## config.mk

```make
export PLATFORM = sky130hd
export DESIGN_NAME = ram_arbiter_flat
export DESIGN_NICKNAME = d
export VERILOG_FILES = /design/src/rtl/ram_arb_pkg.sv /design/src/rtl/ram_arbiter_if.sv /design/src/rtl/ram_arb_pick.sv /design/src/rtl/ram_arbiter.sv /design/src/flat_wrapper.sv
export SDC_FILE = /design/constraint.sdc
export NUM_CORES = 1
export LEC_CHECK = 0
export ABC_AREA = 1
export CORE_UTILIZATION = 42
export CTS_BUF_LIST = sky130_fd_sc_hd__clkbuf_8 sky130_fd_sc_hd__clkbuf_16
export DETAILED_ROUTE_END_ITERATION = 8
export GPL_TIMING_DRIVEN = 0
export MAX_ROUTING_LAYER = met4
export PLACE_DENSITY = 0.8
export SLEW_MARGIN = 20
export SYNTH_ARGS = -nofsm -noshare
export SYNTH_HDL_FRONTEND = slang
export SYNTH_SLANG_ARGS = --single-unit
```

## constraint.sdc

```tcl
create_clock -name clk -period 2.6 [get_ports clk]
set_input_delay 0.52 -clock clk [delete_from_list [all_inputs] [get_ports clk]]
set_output_delay 0.52 -clock clk [all_outputs]
set_load 0.1 [all_outputs]
```

## src/rtl/ram_arb_pkg.sv

```systemverilog
// Shared definitions for the data-RAM arbiter: state encoding, port IDs and
// the legal range of the RAM read latency.
package ram_arb_pkg;

  // Arbiter state encoding.
  typedef logic [1:0] ram_arb_state_t;
  localparam ram_arb_state_t S_IDLE  = 2'd0;
  localparam ram_arb_state_t S_ISSUE = 2'd1;
  localparam ram_arb_state_t S_WAIT  = 2'd2;

  // Requester IDs.
  localparam logic PORT_A = 1'b0;  // CPU datapath
  localparam logic PORT_B = 1'b1;  // program/data loader

  // RAM read latency bounds; the wait counter is sized for the maximum.
  localparam int unsigned RD_LAT_MIN   = 1;
  localparam int unsigned RD_LAT_MAX   = 4;
  localparam int unsigned RD_LAT_CNT_W = $clog2(RD_LAT_MAX);

endpackage

```

## src/rtl/ram_arbiter_if.sv

```systemverilog
// Bundle of the two requester ports and the RAM strobe/data bus.
// slave: the arbiter side; master: requesters plus the RAM model.
interface ram_arbiter_if #(
  parameter int unsigned ADDR_W = 6,
  parameter int unsigned DATA_W = 16
);
  logic              a_req, b_req;
  logic              a_we, b_we;
  logic [ADDR_W-1:0] a_addr, b_addr;
  logic [DATA_W-1:0] a_wdata, b_wdata;
  logic              a_gnt, b_gnt;
  logic              a_rvalid, b_rvalid;
  logic [DATA_W-1:0] a_rdata, b_rdata;
  logic              ram_read, ram_write;
  logic [ADDR_W-1:0] ram_addr;
  logic [DATA_W-1:0] ram_data_out;
  logic [DATA_W-1:0] ram_data_in;

  modport slave (
    input  a_req, b_req, a_we, b_we, a_addr, b_addr, a_wdata, b_wdata, ram_data_in,
    output a_gnt, b_gnt, a_rvalid, b_rvalid, a_rdata, b_rdata,
    output ram_read, ram_write, ram_addr, ram_data_out
  );

  modport master (
    output a_req, b_req, a_we, b_we, a_addr, b_addr, a_wdata, b_wdata, ram_data_in,
    input  a_gnt, b_gnt, a_rvalid, b_rvalid, a_rdata, b_rdata,
    input  ram_read, ram_write, ram_addr, ram_data_out
  );
endinterface

```

## src/rtl/ram_arb_pick.sv

```systemverilog
// Combinational two-way request picker.
// RAM_ARB_RR_EN defined: round-robin, a tie goes to the port not granted last.
// RAM_ARB_RR_EN undefined: fixed priority, A always beats B.
module ram_arb_pick
  import ram_arb_pkg::*;
(
  input  logic i_a_req,
  input  logic i_b_req,
  input  logic i_last_grant,
  output logic o_winner,
  output logic o_valid
);

  assign o_valid = i_a_req | i_b_req;

`ifdef RAM_ARB_RR_EN
  // Sole requester wins; on a tie the port not granted last wins.
  always_comb begin
    o_winner = PORT_A;
    if (i_a_req && i_b_req) begin
      o_winner = ~i_last_grant;
    end else if (i_b_req) begin
      o_winner = PORT_B;
    end
  end
`else
  // History is irrelevant with fixed priority.
  logic w_unused_last_grant;
  assign w_unused_last_grant = i_last_grant;

  // A always wins whenever it is requesting.
  always_comb begin
    o_winner = i_a_req ? PORT_A : PORT_B;
  end
`endif

endmodule

```

## src/rtl/ram_arbiter.sv

```systemverilog
// Shares the single-port data RAM between the CPU (port A) and the loader
// (port B). IDLE picks a winner and registers its command onto the RAM
// strobes; ISSUE pulses gnt; WAIT rides out the read latency and returns the
// read word to the owning port. All outputs are registered.
// Build option: RAM_ARB_RR_EN selects round-robin instead of A-first priority.
module ram_arbiter
  import ram_arb_pkg::*;
#(
  parameter int unsigned ADDR_W = 6,
  parameter int unsigned DATA_W = 16,
  parameter int unsigned RD_LAT = 1
) (
  input logic          clk,
  input logic          reset,
  ram_arbiter_if.slave bus
);

  if (RD_LAT < RD_LAT_MIN || RD_LAT > RD_LAT_MAX) begin : g_bad_rd_lat
    $error("ram_arbiter: RD_LAT must lie in 1..4");
  end

  logic              w_valid, w_winner, w_last_grant;
  logic              w_sel_we;
  logic [ADDR_W-1:0] w_sel_addr;
  logic [DATA_W-1:0] w_sel_wdata;

  ram_arb_state_t          r_state;
  logic [RD_LAT_CNT_W-1:0] r_cnt;
  logic                    r_owner;
  logic                    r_a_gnt, r_b_gnt, r_a_rvalid, r_b_rvalid;
  logic                    r_ram_read, r_ram_write;
  logic [ADDR_W-1:0]       r_ram_addr;
  logic [DATA_W-1:0]       r_ram_wdata, r_a_rdata, r_b_rdata;

`ifdef RAM_ARB_RR_EN
  logic r_last_grant;

  // Remember who won most recently; reset favours A on the first tie.
  always_ff @(posedge clk or posedge reset) begin
    if (reset) begin
      r_last_grant <= PORT_B;
    end else if (r_state == S_IDLE && w_valid) begin
      r_last_grant <= w_winner;
    end
  end

  assign w_last_grant = r_last_grant;
`else
  assign w_last_grant = PORT_B;
`endif

  ram_arb_pick u_pick (
    .i_a_req      (bus.a_req),
    .i_b_req      (bus.b_req),
    .i_last_grant (w_last_grant),
    .o_winner     (w_winner),
    .o_valid      (w_valid)
  );

  assign w_sel_we    = (w_winner == PORT_B) ? bus.b_we    : bus.a_we;
  assign w_sel_addr  = (w_winner == PORT_B) ? bus.b_addr  : bus.a_addr;
  assign w_sel_wdata = (w_winner == PORT_B) ? bus.b_wdata : bus.a_wdata;

  // Arbitration FSM; gnt, rvalid and strobes are single-cycle pulses.
  always_ff @(posedge clk or posedge reset) begin
    if (reset) begin
      r_state     <= S_IDLE;
      r_cnt       <= '0;
      r_owner     <= PORT_A;
      r_a_gnt     <= 1'b0;
      r_b_gnt     <= 1'b0;
      r_a_rvalid  <= 1'b0;
      r_b_rvalid  <= 1'b0;
      r_ram_read  <= 1'b0;
      r_ram_write <= 1'b0;
      r_ram_addr  <= '0;
      r_ram_wdata <= '0;
      r_a_rdata   <= '0;
      r_b_rdata   <= '0;
    end else begin
      r_a_gnt     <= 1'b0;
      r_b_gnt     <= 1'b0;
      r_a_rvalid  <= 1'b0;
      r_b_rvalid  <= 1'b0;
      r_ram_read  <= 1'b0;
      r_ram_write <= 1'b0;
      case (r_state)
        S_IDLE: begin
          if (w_valid) begin
            r_owner     <= w_winner;
            r_ram_addr  <= w_sel_addr;
            r_ram_wdata <= w_sel_wdata;
            r_ram_read  <= ~w_sel_we;
            r_ram_write <= w_sel_we;
            r_a_gnt     <= (w_winner == PORT_A);
            r_b_gnt     <= (w_winner == PORT_B);
            r_state     <= S_ISSUE;
          end
        end
        S_ISSUE: begin
          if (r_ram_read) begin
            r_cnt   <= RD_LAT_CNT_W'(RD_LAT - 1);
            r_state <= S_WAIT;
          end else begin
            r_state <= S_IDLE;
          end
        end
        S_WAIT: begin
          if (r_cnt == '0) begin
            if (r_owner == PORT_B) begin
              r_b_rdata  <= bus.ram_data_in;
              r_b_rvalid <= 1'b1;
            end else begin
              r_a_rdata  <= bus.ram_data_in;
              r_a_rvalid <= 1'b1;
            end
            r_state <= S_IDLE;
          end else begin
            r_cnt <= r_cnt - 1'b1;
          end
        end
        default: r_state <= S_IDLE;
      endcase
    end
  end

  assign bus.a_gnt        = r_a_gnt;
  assign bus.b_gnt        = r_b_gnt;
  assign bus.a_rvalid     = r_a_rvalid;
  assign bus.b_rvalid     = r_b_rvalid;
  assign bus.a_rdata      = r_a_rdata;
  assign bus.b_rdata      = r_b_rdata;
  assign bus.ram_read     = r_ram_read;
  assign bus.ram_write    = r_ram_write;
  assign bus.ram_addr     = r_ram_addr;
  assign bus.ram_data_out = r_ram_wdata;

endmodule

```

## src/flat_wrapper.sv

```systemverilog
// flat-port wrapper written by rule: the top's interface ports become plain ports
module ram_arbiter_flat import ram_arb_pkg::*;
#(
  parameter int unsigned ADDR_W = 6,
  parameter int unsigned DATA_W = 16,
  parameter int unsigned RD_LAT = 1
)
  (clk, reset, bus_a_req, bus_b_req, bus_a_we, bus_b_we, bus_a_addr, bus_b_addr, bus_a_wdata, bus_b_wdata, bus_ram_data_in, bus_a_gnt, bus_b_gnt, bus_a_rvalid, bus_b_rvalid, bus_a_rdata, bus_b_rdata, bus_ram_read, bus_ram_write, bus_ram_addr, bus_ram_data_out);
  ram_arbiter_if #(.ADDR_W(ADDR_W), .DATA_W(DATA_W)) bus_i ();
  input logic clk;
  input logic reset;
  input wire logic [$bits(bus_i.a_req)-1:0] bus_a_req;
  input wire logic [$bits(bus_i.b_req)-1:0] bus_b_req;
  input wire logic [$bits(bus_i.a_we)-1:0] bus_a_we;
  input wire logic [$bits(bus_i.b_we)-1:0] bus_b_we;
  input wire logic [$bits(bus_i.a_addr)-1:0] bus_a_addr;
  input wire logic [$bits(bus_i.b_addr)-1:0] bus_b_addr;
  input wire logic [$bits(bus_i.a_wdata)-1:0] bus_a_wdata;
  input wire logic [$bits(bus_i.b_wdata)-1:0] bus_b_wdata;
  input wire logic [$bits(bus_i.ram_data_in)-1:0] bus_ram_data_in;
  output wire logic [$bits(bus_i.a_gnt)-1:0] bus_a_gnt;
  output wire logic [$bits(bus_i.b_gnt)-1:0] bus_b_gnt;
  output wire logic [$bits(bus_i.a_rvalid)-1:0] bus_a_rvalid;
  output wire logic [$bits(bus_i.b_rvalid)-1:0] bus_b_rvalid;
  output wire logic [$bits(bus_i.a_rdata)-1:0] bus_a_rdata;
  output wire logic [$bits(bus_i.b_rdata)-1:0] bus_b_rdata;
  output wire logic [$bits(bus_i.ram_read)-1:0] bus_ram_read;
  output wire logic [$bits(bus_i.ram_write)-1:0] bus_ram_write;
  output wire logic [$bits(bus_i.ram_addr)-1:0] bus_ram_addr;
  output wire logic [$bits(bus_i.ram_data_out)-1:0] bus_ram_data_out;
  assign bus_i.a_req = bus_a_req;
  assign bus_i.b_req = bus_b_req;
  assign bus_i.a_we = bus_a_we;
  assign bus_i.b_we = bus_b_we;
  assign bus_i.a_addr = bus_a_addr;
  assign bus_i.b_addr = bus_b_addr;
  assign bus_i.a_wdata = bus_a_wdata;
  assign bus_i.b_wdata = bus_b_wdata;
  assign bus_i.ram_data_in = bus_ram_data_in;
  assign bus_a_gnt = bus_i.a_gnt;
  assign bus_b_gnt = bus_i.b_gnt;
  assign bus_a_rvalid = bus_i.a_rvalid;
  assign bus_b_rvalid = bus_i.b_rvalid;
  assign bus_a_rdata = bus_i.a_rdata;
  assign bus_b_rdata = bus_i.b_rdata;
  assign bus_ram_read = bus_i.ram_read;
  assign bus_ram_write = bus_i.ram_write;
  assign bus_ram_addr = bus_i.ram_addr;
  assign bus_ram_data_out = bus_i.ram_data_out;
  ram_arbiter #(.ADDR_W(ADDR_W), .DATA_W(DATA_W), .RD_LAT(RD_LAT)) u_core (.clk(clk), .reset(reset), .bus(bus_i));
endmodule
```

# [Word-level counts from Yosys, hierarchy flattened]
# Index checks and enable logic that the tools add are counted.
[totals] in_bits=66 regBits=65 out_inout_bits=60 word_cells=56
[op_classes] add_sub_neg=1 reduce_logical=8 eq_ne=6 bitwise_logic=3 muxes=25
[ops] operator="$mux 1" n=16
[ops] operator="$mux 16" n=1
[ops] operator="$mux 2" n=5
[ops] operator="$reduce_and 3->1" n=3
[ops] operator="$mux 6" n=1
[ops] operator="$pmux 2 s3" n=1
[ops] operator="$logic_not 2->1" n=2
[ops] operator="$ne 2x1->1 const B" n=2
[ops] operator="$ne 2x2->1 const B" n=2
[ops] operator="$pmux 2 s2" n=1
[ops] operator="$reduce_and 2->1" n=2
[ops] operator="$eq 2x1->1 const B" n=1
[ops] operator="$eq 2x2->1 const B" n=1
[ops] operator="$not 1->1" n=2
[ops] operator="$reduce_bool 2->1" n=1
[ops] operator="$sub 2x1->2 const B" n=1
[ops] operator="$or 1x1->1" n=1

# [Logic depth before layout (Yosys ltp)]
# Gate-level depths: netlist (run 1).
[depth] depth_word=4 depth_mapped=8 depth_no_buf=7

# [Cells and area by module]
# A second synthesis (run 1) with hierarchy kept.
[unflattened] hier_cells=352 hier_area_um2=2865.2
[by_module_without_submodules] module="ram_arbiter" seq_area_each_um2=1626.6 cells_each=349 instances=1 area_per_inst_um2=2851.5
[by_module_without_submodules] module="ram_arb_pick" seq_area_each_um2=0.0 cells_each=3 instances=1 area_per_inst_um2=13.8

# [Least setup slack after synthesis (run 1)]
# Ideal clock, no wire load.
[synth_path] path_type="reg-to-output" startpoint="register u_core.r_ram_read (netlist: u_core.bus.ram_read)" endpoint="output port bus_ram_read" required_ns=2.080 stages_incl_launch_ff=1 t_arrival_ns=0.912 n_path_buf=0 slack_ns=1.168 cell_sequence="dfrtp_1"
[synth_rtl] element="start: declaration" line_no="ram_arbiter.sv:31" source="logic r_ram_read, r_ram_write;"
[synth_rtl] element="start signal: assignment" line_no="ram_arbiter.sv:93" source="r_ram_read <= ~w_sel_we;"
[synth_rtl] element="end: declaration" line_no="flat_wrapper.sv:27" source="output wire logic [$bits(bus_i.ram_read)-1:0] bus_ram_read;"
# No word-level cell between the ends.

# [Worst setup path after layout (run 1)]
[layout_path] startpoint="register u_core.r_ram_read (netlist: u_core.bus.ram_read)" endpoint="output port bus_ram_read"
# No word-level cell between the ends.

==> summary.txt, run 1 <==
Drt
  • Drt drc: 0
  • DRT Pass-1 Iters: 4
  • Drt wl/cell: 11.8 µm
  • Post-Route WL: between 6 and 7 mm
  • Initial DRC Count: around 110
  • Vias post-DR: 2652
  • DRT antenna net count: 0
  • Vias per cell: roughly 4.5

Cells and area
  • Final nets: 560
  • Area growth, synth to finish: 52.9%
  • Fill count: between 500 and 600
  • Fraction of layout cells with a size suffix above 1: around 8.9%
  • Diodes inserted: 0
  • Final Util: about two thirds

Critical path
  • CP endpoint kind: output port
  • Largest stage delay, worst path: between 1000 and 1500 ps
  • Reg2Reg Depth: 6
  • Critical path launch point type: register
  • CP Buf/Inv Count: 1
  • FF-to-FF setup slack: between 1000 and 1500 ps
  • Critical-path top delay cell: clkdlybuf4s50_1
  • CP delay by family, top: buffers and inverters
  • Crit Path Max Fanout: 3
  • Worst path depth: 1
  • Setup CP Type: register to output port
  • Critical R2R Capture: u_core.bus.a_rdata[2]
  • Critical Path AT: between 1500 and 2000 ps
  • Critical R2R Launch: u_core.r_state[0]
  • Critical path, cell by cell: clkdlybuf4s50_1
  • Capture point of the worst path: bus_ram_read
  • CP required: about 2100 ps
  • Setup crit start: u_core.bus.ram_read

Yosys
  • Syn_area_per_cell: 8.38 µm²
  • Top cells by area, synth: dfrtp_1 (55%), nand2_1 (18%), inv_1 (6.6%)
  • Sequential element share of the synthesized area: between 50% and 60%
  • Synth top area share: 55.3%
  • Most common cell in the netlist: nand2_1
  • Simple-gate portion of the synthesized area: approximately a fifth
  • Flops & latches, synth: 65
  • Dominant synthesized flop cell: dfrtp_1
  • Count of different cell masters after synthesis: 21
  • Post-Syn Area: 2940 µm²
  • Commonest cells in the synthesized netlist: nand2_1 (140), dfrtp_1 (65), inv_1 (52), o21ai_1 (27), o21ai_0 (22)
  • Ys async rst share: between 90% and 100%
  • Largest family of logic cells by synthesized area: simple AND/OR/NAND/NOR gates
  • Cell taking the most area after synthesis: dfrtp_1
  • Ys Warns: 0
  • Synth Net Count: between 400 and 500
  • Post-Synth Adder-Cell Area: 2.55%
  • Fraction of synthesized cell area in xor and xnor cells: 0%
  • EDFF count, synth: 0
  • Mux share of post-synthesis cell area: 0%
  • Compound-Gate Fraction of Synth Area: roughly 10%
  • Post-Syn Instances: about 350

Global routing
  • Gr usage total: around a fifth
  • Initial antenna violation count: 0
  • Grt ovf: 0
  • Pin count of the biggest net entering global routing: 41
  • Number of global-route vias before repair: 2520
  • First-pass GRT wire length: around 12 mm

Clock network
  • Skew-Pair Late Insertion Delay: about 330 ps
  • Reg clk slew, reported paths: approximately 70 ps
  • Clk buf depth: 2
  • CTS tree: done
  • CTS Hold Buffers Added: 0
  • H-tree Lvls: 3
  • CTS Sinks: between 60 and 70
  • Post-CTS sizing: 0
  • TritonCTS Buffers: 9
  • Setup Fix Bufs, Post-CTS: 0
  • Root Driver: clkbuf_8

Die
  • Vert. Die Dim: roughly 86 µm
  • Num rows: 30
  • Starting density of the core: 43.3%
  • Die width: 85.7 µm
  • Core Box Area: between 6000 and 7000 µm²
  • Boundary Pins: roughly 130
  • Die area: around 7300 µm²

Timing
  • Setup-failing EPs final: 0
  • Final period util: 91.3%
  • Final Hold Viols: 0
  • Worst-Margin Slew: 1000 ps
  • RSZ-0062 raised after global routing: false
  • Fin. max-slew vios: 0
  • Final min period: 2370 ps
  • Clock skew: 6.79 ps
  • Maximum clock frequency: 421 MHz
  • Slew headroom: 33.0%

Status
  • Status: completed

Run
  • Max_cap viols: 0

Placed design
  • Port bufs: between 100 and 150
  • Final Wtd Congestion: 0.795
  • Dpl hpwl: 5.26 mm

Min path
  • HP Class: register to register
## worst min-delay path by stage
stage | slack (ps) | from | cells past startpoint | end
after floorplan | 440 | u_core.r_owner | 1 | u_core.bus.a_rvalid
after global routing | 500 | u_core.r_owner | 1 | u_core.bus.a_rvalid
after detailed placement | 460 | u_core.bus.ram_addr[2] | 2 | u_core.bus.ram_addr[2]
after CTS | 480 | u_core.bus.ram_addr[2] | 2 | u_core.bus.ram_addr[2]
final | 480 | u_core.r_owner | 1 | u_core.bus.a_rvalid
after global placement | 460 | u_core.r_owner | 1 | u_core.bus.a_rvalid
## cell usage in the layout (no fill, tap or decap)
cell type / synthesis / layout
ha_1: 6 / 6
nand2_2: 1 / 1
o21ai_2: 6 / 6
nand3_2: 2 / 2
a21oi_1: 1 / 1
clkbuf_8: 0 / 9
buf_6: 6 / 6
nor2_2: 1 / 1
clkinvlp_4: 0 / 2
buf_2: 5 / 5
clkbuf_2: 1 / 1
nand2_1: 140 / 140
and2_1: 1 / 1
dfrtp_1: 65 / 65
buf_12: 0 / 1
clkinv_2: 0 / 4
inv_4: 0 / 1
o21ai_0: 22 / 22
clkdlybuf4s50_1: 0 / 125
inv_1: 52 / 52
nand2_4: 1 / 1
buf_4: 3 / 3
nand3_1: 4 / 4
nor2_1: 5 / 5
nor3_1: 1 / 1
inv_2: 1 / 1
o21ai_1: 27 / 27
## cell families after synthesis
logic type                 Yosys count
AOI/OAI and AO/OA                   56
adders and majority gates            6
buffers and inverters               68
DFF                                 65
and+or+nand+nor                    156
## sequential cells by signal, indices dropped and copies added (netlist names)
register                 flops
u_core.bus.a_rdata          16
u_core.bus.b_rdata          16
u_core.bus.ram_data_out     16
u_core.bus.ram_addr          6
u_core.r_cnt                 2
u_core.r_state               2
u_core.bus.a_gnt             1
u_core.bus.a_rvalid          1
u_core.bus.b_gnt             1
u_core.bus.b_rvalid          1
u_core.bus.ram_read          1
u_core.bus.ram_write         1
u_core.r_owner               1
## metrics by stage
step	hold WS (ps)	setup WS, ps	area, µm²	instances	setup TNS, ps
2_1_floorplan	441	454	2940	351	0
3_3_place_gp	458	-632	4310	572	-40920
3_5_place_dp	465	572	4340	573	0
4_1_cts	483	202	4500	589	0
5_1_grt	496	179	4500	589	0
6_report	478	227	4500	589	0
## final cells by class
type	instances	area [µm²]	share of cell area [%]
plain buffers	15	120	2.67
multi-input cells	218	997	22.2
repair buffers	126	1270	28.3
well taps	96	120	2.67
clock buffers	9	124	2.75
clock inverters	7	38.8	0.862
inverters	53	201	4.48
flip-flops and latches	65	1630	36.2
## per-layer routing
| metal | part of all wire [%] | GRT usage (%) | vias to the layer above |
|---|---|---|---|
| li1 | - | - | 1338 |
| met4 | 1.3 | 8.18 | 0 |
| met1 | 45 | 24.8 | 1221 |
| met5 | 0 | - | - |
| met3 | 5.0 | 3.95 | 7 |
| met2 | 49 | 34.9 | 86 |
Power of run 1 is not shown: default switching activity piles up to over one toggle a cycle in this logic, so the estimate is an artifact.
==> inputs of run 2 (changes only) <==
- CORE_UTILIZATION: 42 -> 38
- PLACE_DENSITY: 0.8 -> 0.76
- clock period: 2.6 -> 1.99 ns (I/O delays scaled with it)
==> summary.txt, run 2 (synthesized netlist as in run 1, its figures left out) <==
Timing
  • Setup-failing EPs final: 0 (unchanged)
  • Maximum clock frequency: 509 MHz
  • RSZ-0062 raised after global routing: false
  • Total Neg Setup Slack: 0 ps (unchanged)
  • Clock skew: 9.42 ps (+2.62 ps)
  • Final min period: 1960 ps
  • Final period util: 98.6%
  • Slew headroom: 34.8% (+1.8 points)
  • Worst-Margin Slew: 982 ps (-19.4 ps)
  • Fin. max-slew vios: 0 (unchanged)
  • Final Hold Viols: 0 (unchanged)

Critical path
  • Critical Path AT: 1570 ps (-280 ps)
  • Critical R2R Launch: u_core.r_state[0]
  • Crit Path Max Fanout: 2 (-1)
  • Critical-path top delay cell: dlygate4sd2_1
  • CP Buf/Inv Count: 1 (unchanged)
  • Critical path launch point type: register
  • CP endpoint kind: output port
  • Setup CP Type: register to output port
  • Reg2Reg Depth: 6 (unchanged)
  • CP delay by family, top: buffers and inverters
  • CP required: 1590 ps (-490 ps)
  • Critical R2R Capture: u_core.bus.a_rdata[10]
  • Critical path, cell by cell: dlygate4sd2_1
  • Largest stage delay, worst path: 870 ps (-280 ps)
  • FF-to-FF setup slack: 540 ps (-610 ps)

Global routing
  • Gr usage total: 20.6% (-0.19 points)
  • Number of global-route vias before repair: 2727 (+8.2%)
  • Grt ovf: 0 (unchanged)
  • Initial antenna violation count: 0 (unchanged)
  • First-pass GRT wire length: 13.0 mm (+12%)
  • Pin count of the biggest net entering global routing: 32 (-22%)

Drt
  • Drt wl/cell: 12.4 µm (+4.6%)
  • DRT antenna net count: 0 (unchanged)
  • Vias post-DR: 2694 (+1.6%)
  • DRT Pass-1 Iters: 4 (unchanged)
  • Initial DRC Count: 96 (-15%)
  • Vias per cell: 4.54 (+0.90%)
  • Post-Route WL: 7.35 mm (+5.3%)
  • Drt drc: 0 (unchanged)

Clock network
  • Root Driver: clkbuf_8
  • Setup Fix Bufs, Post-CTS: 0 (unchanged)
  • Skew-Pair Late Insertion Delay: 340 ps (about the same)
  • TritonCTS Buffers: 9 (unchanged)
  • CTS tree: done
  • CTS Sinks: 65 (unchanged)
  • H-tree Lvls: 3 (unchanged)
  • Post-CTS sizing: 61 (+61)
  • CTS Hold Buffers Added: 0 (unchanged)
  • Reg clk slew, reported paths: 80 ps (about the same)
  • Clk buf depth: 2 (unchanged)

Cells and area
  • Final nets: 561 (+0.18%)
  • Final Util: 61.1% (-5.1 points)
  • Most common cell after layout, fill and taps aside: nand2_1
  • Fraction of layout cells with a size suffix above 1: 9.51% (+0.59 points)
  • Diodes inserted: 0 (unchanged)
  • Final instance area: 4500 µm² (+0.11%)
  • Area growth, synth to finish: 53.1%
  • Leading cell types in the layout, fill and taps excluded: nand2_1 (140), clkdlybuf4s50_1 (65), dfrtp_1 (65)

Run
  • Max_cap viols: 0 (unchanged)

Status
  • Status: completed

Die
  • Die width: 90 µm (+5.0%)
  • Starting density of the core: 39.9% (-3.4 points)
  • Num rows: 31 (+3.3%)
  • Boundary Pins: 126 (unchanged)
  • Vert. Die Dim: 90 µm (+5.0%)
  • Core Box Area: 7370 µm² (+8.5%)
  • Die area: 8100 µm² (+10%)

Placed design
  • Area after DPL: 4360 µm² (+0.58%)
  • Dpl hpwl: 5.49 mm (+4.3%)
  • Port bufs: 125 (unchanged)
  • Final Wtd Congestion: 0.853 (+7.3%)

Min path
  • HP Class: input port to async pin
-- run 2: layer usage --
layer	routed length, µm	part of all wire (%)	track usage [%]	up-vias
li1	-	-	-	1352
met5	0	0	-	-
met3	376	5.1	4.40	9
met4	85	1.2	6.18	0
met2	3470	47	32.9	95
met1	3410	46	26.4	1238
-- run 2: how the worst max path moves through the flow --
stage	start	to	slack, ps	cells after the start
6_report	u_core.bus.a_rdata[3]	bus_a_rdata[3]	30	1
3_5_place_dp	u_core.bus.ram_data_out[14]	bus_ram_data_out[14]	90	1
4_1_cts	u_core.bus.ram_data_out[14]	bus_ram_data_out[14]	6	1
5_1_grt	u_core.bus.ram_addr[2]	bus_ram_addr[2]	0.7	1
3_3_place_gp	reset	u_core.r_owner	70	2
2_1_floorplan	u_core.bus.ram_read	u_core.r_cnt[0]	580	5
-- run 2: per-stage QoR --
step | hold slack (ps) | cells | setup WS [ps]
after floorplan | 441 | 351 | 577
after global placement | 461 | 575 | 66.2
after detailed placement | 457 | 577 | 88.7
after CTS | 344 | 593 | 6.12
after global routing | 350 | 593 | 0.664
final | 346 | 593 | 26.9
-- run 2: cell type report --
class | instances | area, µm²
flip-flops and latches | 65 | 1630
repair buffers | 127 | 1240
plain buffers | 15 | 120
fillers | 647 | 2870
clock inverters | 7 | 71.3
clock buffers | 9 | 124
well taps | 99 | 124
multi-input cells | 218 | 997
inverters | 53 | 203
-- run 2: worst reg2reg max path: stages (launching register included) --
cell and delay, ps:
dfrtp_1 400, inv_1 110, ha_1 280, nand3_2 160
buf_2 230, nand2_1 80, o21ai_0 80
Power of run 2 is left out for the same reason.
==> inputs of run 3 (changes only) <==
- SKIP_LAST_GASP: default -> 1
==> summary.txt, run 3 (synthesized netlist as in run 1, its figures left out) <==
Critical path
  • Crit Path Max Fanout: 2 (unchanged)
  • CP endpoint kind: output port
  • Critical-path top delay cell: dlygate4sd2_1
  • Critical path launch point type: register
  • CP required: 1590 ps (about the same)
  • Setup CP Type: register to output port
  • Critical path, cell by cell: dlygate4sd2_1
  • CP Buf/Inv Count: 1 (unchanged)
  • Largest stage delay, worst path: 870 ps (about the same)
  • Critical Path AT: 1570 ps (about the same)
  • CP delay by family, top: buffers and inverters

Timing
  • Slew headroom: 33.2% (-1.6 points)
  • Worst-Margin Slew: 1010 ps (+23.5 ps)
  • Final min period: 1960 ps (+0.0196 ps)
  • Clock skew: 9.42 ps (-0.0000300 ps)
  • Final period util: 98.6% (about the same)
  • Total Neg Setup Slack: 0 ps (unchanged)
  • RSZ-0062 raised after global routing: true
  • Setup-failing EPs final: 0 (unchanged)
  • Maximum clock frequency: 509 MHz (about the same)
  • Fin. max-slew vios: 0 (unchanged)
  • Final Hold Viols: 0 (unchanged)

Drt
  • Top Layer Used: met4
  • Post-Route WL: 7.35 mm (about the same)
  • Met2 Wirelength: 3.47 mm (unchanged)
  • Wl on met1: 3.41 mm (-0.12%)
  • Initial DRC Count: 96 (unchanged)
  • Drt wl/cell: 12.4 µm (about the same)
  • Vias per cell: 4.54 (unchanged)
  • DRT Pass-1 Iters: 4 (unchanged)
  • Vias post-DR: 2694 (unchanged)
  • Drt drc: 0 (unchanged)
  • WL met3: 376 µm (unchanged)
  • DRT antenna net count: 0 (unchanged)

Global routing
  • Initial antenna violation count: 0 (unchanged)
  • Pin count of the biggest net entering global routing: 32 (unchanged)
  • Gr usage total: 20.6% (unchanged)
  • First-pass GRT wire length: 13.0 mm (unchanged)
  • Number of global-route vias before repair: 2727 (unchanged)
  • Grt ovf: 0 (unchanged)

Clock network
  • CTS tree: done
  • Skew-Pair Late Insertion Delay: 340 ps (about the same)
  • Reg clk slew, reported paths: 80 ps (about the same)
  • CTS Sinks: 65 (unchanged)
  • Clk buf depth: 2 (unchanged)
  • H-tree Lvls: 3 (unchanged)
  • Setup Fix Bufs, Post-CTS: 0 (unchanged)
  • TritonCTS Buffers: 9 (unchanged)
  • Root Driver: clkbuf_8

Placed design
  • Dpl hpwl: 5.49 mm (unchanged)
  • Port bufs: 125 (unchanged)
  • Final Wtd Congestion: 0.853 (unchanged)

Die
  • Vert. Die Dim: 90 µm (unchanged)
  • Die area: 8100 µm² (unchanged)
  • Die width: 90 µm (unchanged)
  • Core Box Area: 7370 µm² (unchanged)
  • Num rows: 31 (unchanged)
  • Boundary Pins: 126 (unchanged)
  • Starting density of the core: 39.9% (unchanged)

Cells and area
  • Final Util: 61.2% (+0.068 points)
  • Most common cell after layout, fill and taps aside: nand2_1
  • Fraction of layout cells with a size suffix above 1: 9.31% (-0.20 points)
  • Leading cell types in the layout, fill and taps excluded: nand2_1 (140), clkdlybuf4s50_1 (65), dfrtp_1 (65)
  • Fill count: 646 (-0.15%)
  • Final nets: 561 (unchanged)
  • Area taken by flip-flops and latches: 1630 µm² (unchanged)
  • Diodes inserted: 0 (unchanged)
  • Multi-input combinational cell area: 997 µm² (unchanged)
  • Area growth, synth to finish: 53.2%

Run
  • Max_cap viols: 0 (unchanged)

Min path
  • HP Class: input port to async pin

Status
  • Status: completed
run 3: cell count changes in the layout (fill, tap and decap cells not counted):
cell             before  now
clkbuf_2              2    1
clkdlybuf4s15_1      21   22
run 3: final timing paths:
kind	from	end	slack, ps	depth (start not counted)
setup / recovery	u_core.bus.a_rdata[3]	bus_a_rdata[3]	30	1
hold reg to reg	u_core.r_owner	u_core.bus.a_rvalid	470	1
hold / removal	reset	u_core.bus.a_rdata[4]	350	2
max in group asynchronous	reset	u_core.bus.a_rdata[12]	1220	3
setup reg to reg	u_core.r_state[0]	u_core.bus.a_rdata[10]	540	6
min in group clk	u_core.r_owner	u_core.bus.a_rvalid	470	1
run 3: timing repair:
item,CTS,global route
resized for setup,60,22
setup endpoints to repair,60,22
hold buffers,0,0
cloned,0,0
run 3: layout make-up:
type | instances | share of cell area, %
multi-input combinational | 218 | 22.1
clock inverter | 7 | 1.58
timing repair buffer | 127 | 27.6
sequential | 65 | 36.1
inverter | 53 | 4.50
clock buffer | 9 | 2.75
buffer | 15 | 2.66
tap | 99 | 2.75
run 3: per-stage QoR:
| step | hold WS, ps | instance area [µm²] | cells | setup WS (ps) |
|---|---|---|---|---|
| finish | 346 | 4510 | 593 | 26.9 |
| global route | 350 | 4510 | 593 | -9.54 |
| detailed placement | 457 | 4360 | 577 | 88.7 |
| CTS | 344 | 4480 | 593 | -0.135 |
| floorplan | 441 | 2950 | 351 | 577 |
| global placement | 461 | 4320 | 575 | 66.2 |
run 3: routing by layer:
metal	up-vias	GRT usage, %
li1	1352	-
met1	1238	26.4
met2	95	32.9
met3	9	4.40
met4	0	6.18
met5	-	-
Power of run 3 is left out for the same reason.
